$ cat src/rtl/fetch_unit.sv
// ---------------------------------------------------------------------------
// fetch_unit
//   PC generator and fetch queue sitting directly in front of a synchronous
//   instruction memory with a 1-cycle read latency (word index = pc/4).
//   A PC is driven on imem_pc every cycle. Whenever queue space is
//   guaranteed, that PC is issued. Its data returns one cycle later and is
//   captured, together with its PC, into a small FIFO whose head is
//   presented to decode.
//
// Optional feature (macro FETCH_FAST_REDIRECT_EN):
//   When this macro is defined, a redirect drives the aligned target onto
//   imem_pc in the redirect cycle itself. The target fetch is therefore
//   issued immediately, and the redirect latency drops from 3 cycles to 2.
//
// Parameters:
//   RESET_PC    first PC fetched after reset (4-byte aligned)
//   FIFO_DEPTH  fetch queue entries (>= 2)
//
// Ports:
//   clk, rst_n     rising-edge clock, asynchronous active-low reset
//   imem_pc        instruction memory address (combinational)
//   imem_instr     memory read data, valid the cycle after an issue
//   branch_taken   redirect request from execute (highest priority)
//   branch_target  redirect PC, bits [1:0] ignored
//   if_valid/if_pc/if_instr  FIFO head towards decode
//   id_ready       decode accepts the head this cycle
//
// Handshake: the head entry transfers on a rising edge where
//   if_valid && id_ready && !branch_taken. A redirect flushes the queue, and
//   decode's id_ready is ignored in that cycle. While the queue is empty,
//   if_pc and if_instr keep their last values.
// ---------------------------------------------------------------------------
`ifndef WORD
`define WORD 32
`endif
`ifndef INSTR_LEN
`define INSTR_LEN 32
`endif

module fetch_unit #(
    parameter logic [`WORD-1:0] RESET_PC   = '0,
    parameter int               FIFO_DEPTH = 2
) (
    input  logic                  clk,
    input  logic                  rst_n,
    output logic [`WORD-1:0]      imem_pc,
    input  logic [`INSTR_LEN-1:0] imem_instr,
    input  logic                  branch_taken,
    input  logic [`WORD-1:0]      branch_target,
    output logic                  if_valid,
    output logic [`WORD-1:0]      if_pc,
    output logic [`INSTR_LEN-1:0] if_instr,
    input  logic                  id_ready
);

    localparam int               CW      = $clog2(FIFO_DEPTH + 1);
    localparam logic [`WORD-1:0] PC_STEP = `WORD'(4);

    logic [`WORD-1:0]      fetch_pc_q, fetch_pc_d;
    logic                  inflight_q, inflight_d;
    logic [`WORD-1:0]      inflight_pc_q, inflight_pc_d;
    logic [CW-1:0]         count_q, count_d;
    logic [`WORD-1:0]      fifo_pc_q    [FIFO_DEPTH];
    logic [`WORD-1:0]      fifo_pc_d    [FIFO_DEPTH];
    logic [`INSTR_LEN-1:0] fifo_instr_q [FIFO_DEPTH];
    logic [`INSTR_LEN-1:0] fifo_instr_d [FIFO_DEPTH];

    logic [`WORD-1:0] target_aligned;
    logic             pop;
    logic             push;
    logic             issue;
    logic [CW:0]      occupancy;
    logic [CW-1:0]    wr_idx;
    logic             unused_target_bits;

    assign target_aligned     = {branch_target[`WORD-1:2], 2'b00};
    assign unused_target_bits = ^branch_target[1:0];

    assign if_valid = (count_q != '0);
    assign if_pc    = fifo_pc_q[0];
    assign if_instr = fifo_instr_q[0];

`ifdef FETCH_FAST_REDIRECT_EN
    assign imem_pc = branch_taken ? target_aligned : fetch_pc_q;
`else
    assign imem_pc = fetch_pc_q;
`endif

    // Entries already queued plus the one returning from memory. Issue is
    // allowed only when that total leaves room, or when a pop frees a slot
    // in the same cycle. This rule prevents a push into a full queue.
    assign occupancy = {1'b0, count_q} + {{CW{1'b0}}, inflight_q};
    assign pop       = if_valid & id_ready & ~branch_taken;
    assign push      = inflight_q & ~branch_taken;
    assign issue     = ~branch_taken &
                       ((occupancy < (CW+1)'(FIFO_DEPTH)) | (if_valid & id_ready));
    // After a pop shifts the queue down, the tail slot sits at count - pop.
    assign wr_idx    = count_q - CW'(pop);

    always_comb begin
        fetch_pc_d    = fetch_pc_q;
        inflight_d    = inflight_q;
        inflight_pc_d = inflight_pc_q;
        count_d       = count_q;
        fifo_pc_d     = fifo_pc_q;
        fifo_instr_d  = fifo_instr_q;

        if (branch_taken) begin
            // Flush the queue and drop the returning fetch. The storage is
            // left untouched so if_pc/if_instr keep their last values.
            count_d = '0;
`ifdef FETCH_FAST_REDIRECT_EN
            inflight_d    = 1'b1;
            inflight_pc_d = target_aligned;
            fetch_pc_d    = target_aligned + PC_STEP;
`else
            inflight_d    = 1'b0;
            fetch_pc_d    = target_aligned;
`endif
        end else begin
            inflight_d = issue;
            if (issue) begin
                fetch_pc_d    = fetch_pc_q + PC_STEP;
                inflight_pc_d = fetch_pc_q;
            end

            // Shift-register queue with the head in slot 0. Only occupied
            // slots shift, so a pop of the last entry leaves slot 0 as is.
            for (int i = 0; i < FIFO_DEPTH - 1; i++) begin
                if (pop && ((i + 1) < int'(count_q))) begin
                    fifo_pc_d[i]    = fifo_pc_q[i + 1];
                    fifo_instr_d[i] = fifo_instr_q[i + 1];
                end
            end

            for (int i = 0; i < FIFO_DEPTH; i++) begin
                if (push && (wr_idx == CW'(i))) begin
                    fifo_pc_d[i]    = inflight_pc_q;
                    fifo_instr_d[i] = imem_instr;
                end
            end

            count_d = count_q + CW'(push) - CW'(pop);
        end
    end

    always_ff @(posedge clk or negedge rst_n) begin
        if (!rst_n) begin
            fetch_pc_q    <= RESET_PC;
            inflight_q    <= 1'b0;
            inflight_pc_q <= '0;
            count_q       <= '0;
            for (int i = 0; i < FIFO_DEPTH; i++) begin
                fifo_pc_q[i]    <= '0;
                fifo_instr_q[i] <= '0;
            end
        end else begin
            fetch_pc_q    <= fetch_pc_d;
            inflight_q    <= inflight_d;
            inflight_pc_q <= inflight_pc_d;
            count_q       <= count_d;
            fifo_pc_q     <= fifo_pc_d;
            fifo_instr_q  <= fifo_instr_d;
        end
    end

endmodule

$ cat config.mk
export PLATFORM = sky130hd
export DESIGN_NAME = fetch_unit
export DESIGN_NICKNAME = d
export VERILOG_FILES = /design/src/rtl/fetch_unit.sv
export SDC_FILE = /design/constraint.sdc
export NUM_CORES = 1
export LEC_CHECK = 0
export ABC_AREA = 1
export CORE_AREA = 3 3 184 186
export DETAILED_ROUTE_END_ITERATION = 16
export DIE_AREA = 0 0 187 189
export PLACE_DENSITY = 0.57
export SYNTH_ARGS = -nofsm -noshare
export SYNTH_HDL_FRONTEND = slang
export SYNTH_SLANG_ARGS = --single-unit
$ cat constraint.sdc
create_clock -name clk -period 1.9 [get_ports clk]
set_clock_uncertainty 0.05 [all_clocks]
set_input_delay 0.285 -clock clk [delete_from_list [all_inputs] [get_ports clk]]
set_output_delay 0.285 -clock clk [all_outputs]
set_load 0.1 [all_outputs]
* After elaboration in Yosys (flattened, before gate mapping)
Cells that the tools add are included.
Word-level totals: bits in registers 195, latch bits 0, RAM bits 0, bits in read-only memories 0, word-level logic and storage cells 40, memories kept 0
Cells by class: add/sub/neg operators 5, $mul 0, div/mod/pow operators 0, magnitude comparators 2, eq/ne operators 1, shifts and indexed selects 0, mux-type cells 8, bitwise logic cells 6, reduce and logical (&&, ||, !) cells 10
Operator list (count):
- 32-bit two-way mux | 6
- 32-bit by 3-bit adder with 32-bit output, second input constant | 1
- 2-bit AND reduction | 3
- 2-bit nonzero test | 3
- 1-bit AND | 4
- 2-bit by 1-bit subtractor with 2-bit output | 2
- 2-bit by 1-bit adder with 3-bit output | 1
- 1-bit logical AND | 3
- 3-bit by 2-bit < comparator with 1-bit output, second input constant | 1
- 2-bit by 1-bit adder with 2-bit output | 1
- 2-bit by 1-bit == test with 1-bit output, second input constant | 1
- 2-bit zero test | 1
- 1-bit by 2-bit < comparator with 1-bit output, first input constant | 1
- 2-bit two-way mux | 1
- 1-bit two-way mux | 1
- 1-bit NOT | 1
- 1-bit bitwise OR | 1

* Logic depth before layout (Yosys ltp)
Gate-level depths: netlist of run 1.
depth after elaboration 8, mapped depth 11, gate-level depth less buffers 10

* Least setup slack after synthesis of run 1
No wires, ideal clock.
path kind register to register, from register fetch_pc_q[3], in the netlist imem_pc[3], to register fetch_pc_q[26], in the netlist imem_pc[26], arrival 2.183 ns, data required time 1.723 ns, slack -0.459 ns, stages on the path, launching flop included 9, clock period less this slack 2.359 ns, path through dfrtp_1 -> ha_1 -> inv_1 -> nor2_1 -> nand2_1 -> nor2_2 -> nand2_1 -> o21bai_1 -> nand3b_1
On the way: longest elaborated chain between the ends 3
Ends and longest elaborated chain:
- start: declaration | RTL line 59 | logic [`WORD-1:0] fetch_pc_q, fetch_pc_d;
- start signal: assignment | RTL line 158 | fetch_pc_q <= fetch_pc_d;
- 32-bit by 3-bit adder with 32-bit output | RTL line 123 | fetch_pc_d = fetch_pc_q + PC_STEP;
- 32-bit two-way mux | RTL line 122 | if (issue) begin
- 32-bit two-way mux | RTL line 108 | if (branch_taken) begin
No other way between the ends. The select of a mux whose other input is x is not followed. A chain may end at the register's enable or synchronous reset.

* Worst setup path after layout of run 1
Same ends and word-level chain as after synthesis.

==> results.toml, run 1 <==
[die]
core_area_mm2 = 0.03245
dieWidth_um = 187
io_pins = 165
die_h_um = 189
rows = 66
start_util_pct = 29.90
die-area_mm2 = 0.03534

[timing]
min_period_ns = 1.778
hold_violations = 0
setup_viol = 0
fin_ws_ns = 0.1222
slew_violations = 0
whs_ns = 0.2557
rsz0062_at_grt = "no"
period_share_pct = 93.57
fmax_mhz = 562.5

[global_route]
grt_overflow = 0
grtUsageTotal_pct = 14.33
antenna_found_initial = 0
grt_pass1_wl_um = 40940
grt_pass1_vias = 7651
grt_start_max_net_pins = 93

[logic_synthesis]
synth_cell_types = 39
yosys.area.top_type = "dfrtp_1"
syn_area_mm2 = 0.009704
ys_top_cells_by_area = "dfrtp_1, nand2_1, inv_1"
synth_top_area_share_pct = 48.22
post_synth.cell_area_avg_um2 = 7.739
synth_seq_area_share_pct = 48.22
synth-seq-cells = 187
syn-instance-count = 1254
yosysWarnings = 0

[critical_path]
crit_arrival_ns = 2.04
path_delay_family = "simple AND/OR/NAND/NOR gates"
crit_type = "reg2reg"
critPathSlowestCell = "dfrtp_4"
startpoint_type = "flop"
path_max_fanout = 7
cp.required_ns = 2.17
cp_cell_sequence = "ha_2 -> inv_1 -> nor2_1 -> nand2_2 -> nor2_4 -> nand2_1 -> o21bai_1 -> nand3b_1"
endpoint_kind = "flop"
critPathMaxStageDelay_ns = 0.48
critPathBufInv = 1
rr_worst_depth = 8
critical_path_depth = 8

[placement]
portBuffers = 158
dpl.hpwl_um = 18030
pre_cts_slack_ns = -0.2480
place_congestion = 0.8793

[routing]
drt_pass1_iterations = 5
vias_per_cell = 4.456
antenna_left = 0
wl_um = 25950
drtIter0Drc = 423
routedWlPerCell_um = 14.27
dr_total_vias = 8101
drc = 0

[finish]
final_common_cell = "nand2_1"
nets = 1433
diodes = 0
drive_gt1_share_pct = 16.79
utilization_pct = 39.53
final_cell_mix = "nand2_1, dfrtp_1, inv_1, nor2_1, buf_4"
syn2layout_area_growth_pct = 32.21
fillers = 3265

[cts]
clock_latency_ns = 0.44
path_clk_slew_ns = 0.08
cts_tree = "built"
ctsHtreeMaxLevel = 4
clockRootBuffer = "clkbuf_16"
cts_setup_buffers = 0
numCtsBuffers = 17
cts.path.max_buffers = 2
cts.sink_count = 187

[pwr]
switching_share_pct = 50.57
combPwrFrac_pct = 54.2
ir_worst_vdd_mv = 0.8443
seqPwrFrac_pct = 30.0
power.density_mw_per_mm2 = 1721
power_frac_clock_pct = 15.7
p_leak_uw = 0.006092
p_switching_uw = 11170
p_int_uw = 10910

[run]
cap_violations = 0

[outcome]
outcome = "finished, final reports clean"

[min_path]
min_path_type = "in2async"
[metrics by stage]
step                setup TNS (ns)  instances  instance area, um2  power, uW
finish                           0       1818               12830      22080
global route                     0       1818               12830      23320
detailed placement          -23.57       1782               12180      18720
floorplan                        0       1257                9763      15790
global placement            -18.63       1782               12180      18600
CTS                              0       1815               12750      22270
[worst reg2reg max path: cells and delay by family, from the launching register on]
kind | cells | cell delay, ns
compound gates | 1 | 0.16
fa+ha+maj | 1 | 0.19
buf+inv | 1 | 0.05
flops | 1 | 0.48
simple gates | 5 | 0.72
[power by group through the flow]
stage                     logic, uW  registers [uW]  clock network [uW]
after floorplan                8870            6920                   0
after global placement        11900            6680                   0
after detailed placement      12000            6720                   0
after CTS                     12000            6650                3600
after global routing          12700            6850                3750
final                         12000            6630                3480
[registers in the layout (all words and copies together), names as in the netlist]
signal,flops
imem_pc,30
fifo_pc_q,30
inflight_pc_q,30
if_pc,30
fifo_instr_q,32
if_instr,32
inflight_q,1
count_q,2
[synth_stat cells]
| cell | n |
|---|---|
| a21oi_1 | 73 |
| o211ai_1 | 5 |
| nand3b_1 | 5 |
| nand4_2 | 1 |
| buf_4 | 75 |
| inv_2 | 1 |
| buf_6 | 8 |
| ha_1 | 2 |
| inv_1 | 154 |
| xor2_1 | 6 |
| xnor2_1 | 4 |
| nand3_4 | 1 |
| inv_6 | 1 |
| o21ai_0 | 41 |
| or2_2 | 1 |
| a21oi_4 | 1 |
| nor3b_1 | 1 |
| buf_1 | 1 |
| o21ai_2 | 2 |
| nand3_2 | 1 |
| o21bai_1 | 2 |
| nor2_4 | 1 |
| nand2_1 | 337 |
| nand2_2 | 4 |
| and3_1 | 1 |
| clkbuf_1 | 38 |
| nand3_1 | 29 |
| conb_1 | 1 |
| o21a_1 | 2 |
| nor3_1 | 3 |
| a31oi_1 | 2 |
| nor2_1 | 122 |
| nor2_2 | 2 |
| nand4_1 | 69 |
| dfrtp_1 | 187 |
| buf_2 | 10 |
| o21ai_1 | 58 |
| nand2_4 | 1 |
| nand4_4 | 1 |
[layout make-up]
class / count / area, um2 / share of cell area (%)
well taps: 442 / 553.0 / 4.311
clock buffers: 19 / 442.9 / 3.452
inverters: 156 / 590.6 / 4.603
clock inverters: 13 / 121.4 / 0.9460
multi-input cells: 782 / 3630 / 28.29
repair buffers: 219 / 2776 / 21.64
flip-flops and latches: 187 / 4716 / 36.76
[routing by layer]
layer	vias to the layer above	GRT usage [%]	share of wire, %
met5	-	0	0
met4	0	3.111	0.92
li1	4131	-	-
met3	16	3.166	4.7
met2	199	21.60	44
met1	3755	21.10	50
[cells by family (layout without fill, tap and decap cells)]
family / Yosys count / count (layout) / synth area share [%]
xor+xnor: 10 / 10 / 0.9025
simple gates: 580 / 580 / 25.70
fa+ha+maj: 2 / 2 / 0.2578
flops: 187 / 187 / 48.22
other cells: 1 / 4 / 0.03864
compound gates: 186 / 186 / 10.04
buf+inv: 288 / 407 / 14.84
[final timing paths]
| check | startpoint | end | slack, ns |
|---|---|---|---|
| max | imem_pc[3] | imem_pc[26] | 0.12 |
| max in group asynchronous | rst_n | if_pc[21] | 0.90 |
| min in group clk | branch_target[3] | imem_pc[3] | 0.36 |
| min | rst_n | imem_pc[30] | 0.26 |
| min reg2reg | fifo_pc_q[27] | fifo_pc_q[27] | 0.43 |
| max reg2reg | imem_pc[3] | imem_pc[26] | 0.12 |
[what timing repair did]
action,4_1_cts,5_1_grt
setup endpoints to repair,0,78
hold buffers,1,0
resized for setup,0,5
hold endpoints to repair,26,0
Note: power is estimated with default switching activity, not from simulation.
==> run 2, diff against run 1 <==
--- a/config.mk
+++ b/config.mk
@@ -6,10 +6,10 @@
 export NUM_CORES = 1
 export LEC_CHECK = 0
 export ABC_AREA = 1
-export CORE_AREA = 3 3 184 186
+export CORE_AREA = 3 3 141 143
 export DETAILED_ROUTE_END_ITERATION = 16
-export DIE_AREA = 0 0 187 189
-export PLACE_DENSITY = 0.57
+export DIE_AREA = 0 0 144 146
+export PLACE_DENSITY = 0.85
 export SYNTH_ARGS = -nofsm -noshare
 export SYNTH_HDL_FRONTEND = slang
 export SYNTH_SLANG_ARGS = --single-unit
==> results.toml, run 2 (synthesized netlist as in run 1, its figures left out) <==
[finish]
nets = 1426
final_area_mm2 = 0.01240
fillers = 1487
final_common_cell = "nand2_1"
drive_gt1_share_pct = 16.44
final_cell_mix = "nand2_1, dfrtp_1, inv_1, nor2_1, buf_4"
register_area_mm2 = 0.004715
syn2layout_area_growth_pct = 27.80
multi_input_area_mm2 = 0.003635
stdcell_count = 1603
diodes = 0

[placement]
placed_cells = 1568
place_congestion = 0.8891
portBuffers = 158
dpl_cell_area_mm2 = 0.01180
dpl.hpwl_um = 16570

[cts]
path_clk_slew_ns = 0.07
numCtsBuffers = 17
cts.path.max_buffers = 2
ctsHtreeMaxLevel = 4
clock_latency_ns = 0.43
cts_tree = "built"
cts.sink_count = 187
clockRootBuffer = "clkbuf_16"

[pwr]
p_switching_uw = 10880
power.density_mw_per_mm2 = 1732
ir_worst_vdd_mv = 0.8731
switching_share_pct = 50.65
power_frac_clock_pct = 15.8
p_int_uw = 10600
p_leak_uw = 0.006017
combPwrFrac_pct = 53.5
seqPwrFrac_pct = 30.6

[critical_path]
crit_arrival_ns = 2.08
path_delay_family = "simple AND/OR/NAND/NOR gates"
critPathBufInv = 2
path_max_fanout = 6
startpoint_type = "flop"
cp_common_cell = "nand2_1"
critPathMaxStageDelay_ns = 0.47
endpoint_kind = "flop"
critPathSlowestCell = "dfrtp_4"
cp.required_ns = 2.21
crit_type = "reg2reg"
cp_cell_sequence = "ha_2 -> inv_1 -> nor2_1 -> nand2_2 -> nor2_4 -> buf_4 -> nand3b_1 -> nand3_1 -> nand2_1 -> nand2_1"

[die]
die-area_mm2 = 0.02102
io_pins = 165
rows = 50
die_h_um = 146
core_area_mm2 = 0.01871
start_util_pct = 51.88
dieWidth_um = 144

[timing]
hold_violations = 0
period_share_pct = 93.00
setup_tns_ns = 0
slew_violations = 0
min_period_ns = 1.767
setup_viol = 0
fmax_mhz = 565.9
rsz0062_at_grt = "no"

[run]
cap_violations = 0

[routing]
drtIter0Drc = 618
dr_total_vias = 8218
vias_per_cell = 5.127
antenna_left = 0
wl_um = 23020
routedWlPerCell_um = 14.36
drt_pass1_iterations = 5
drc = 0

[global_route]
grt_pass1_vias = 7973
grt_start_max_net_pins = 63
grt_pass1_wl_um = 38630
grt_overflow = 0
grtUsageTotal_pct = 22.39
antenna_found_initial = 0

[min_path]
min_path_type = "in2async"

[outcome]
outcome = "finished, final reports clean"
==> run 2: worst register-to-register path, stage by stage, from the launching register on <==
cell and delay [ns]:
dfrtp_4 0.47, ha_2 0.20, inv_1 0.05, nor2_1 0.16
nand2_2 0.12, nor2_4 0.22, buf_4 0.15, nand3b_1 0.08
nand3_1 0.10, nand2_1 0.06, nand2_1 0.05
==> run 2: layout make-up <==
class / instances / area share [%]
clock inverter: 13 / 0.9483
clock buffer: 19 / 3.652
timing repair buffer: 212 / 20.95
multi-input combinational: 782 / 29.31
sequential: 187 / 38.01
inverter: 156 / 4.762
tap: 234 / 2.361
==> run 2: final timing paths <==
kind                                    endpoint              from  cells past startpoint  slack, ns
worst max-delay path                 imem_pc[22]        imem_pc[3]                     10       0.13
worst min-delay path            fifo_instr_q[30]             rst_n                      2       0.31
worst max register to register       imem_pc[22]        imem_pc[3]                     10       0.13
worst min register to register     fifo_pc_q[28]     fifo_pc_q[28]                      2       0.44
max in group asynchronous              if_pc[29]             rst_n                      3       0.88
min in group clk                      imem_pc[3]  branch_target[3]                      3       0.38
==> run 2: power groups by stage <==
stage               Clock [uW]  Combinational [uW]  Sequential, uW
finish                    3400               11500            6580
global route              3640               12200            6770
CTS                       3470               11600            6580
detailed placement           0               11500            6650
global placement             0               11300            6580
floorplan                    0                8870            6920
==> run 2: repair_timing <==
item	4_1_cts	5_1_grt
gates resized for setup	0	4
hold buffers	1	0
endpoints found under the setup margin	0	2
buffers inserted	0	2
endpoints found under the hold margin	40	0
==> run 2: stage by stage <==
| stage | hold slack, ns | utilization, % | total power (uW) | setup slack, ns |
|---|---|---|---|---|
| after floorplan | -0.06059 | - | 15790 | 0.03228 |
| after global placement | 0.1953 | 63.08 | 17890 | -0.1093 |
| after detailed placement | 0.1989 | 63.08 | 18170 | -0.2135 |
| after CTS | 0.3119 | 66.18 | 21610 | 0.1188 |
| after global routing | 0.3185 | 66.30 | 22630 | 0.009574 |
| final | 0.3105 | 66.30 | 21480 | 0.1330 |
==> run 2: metal layers <==
layer  global-route usage, %  share of wire, %  vias up
li1                        -                 -     4123
met1                   31.75                45     3804
met2                   35.52                47      260
met3                   3.878               5.9       31
met4                   6.262               1.7        0
met5                       0                 0        -
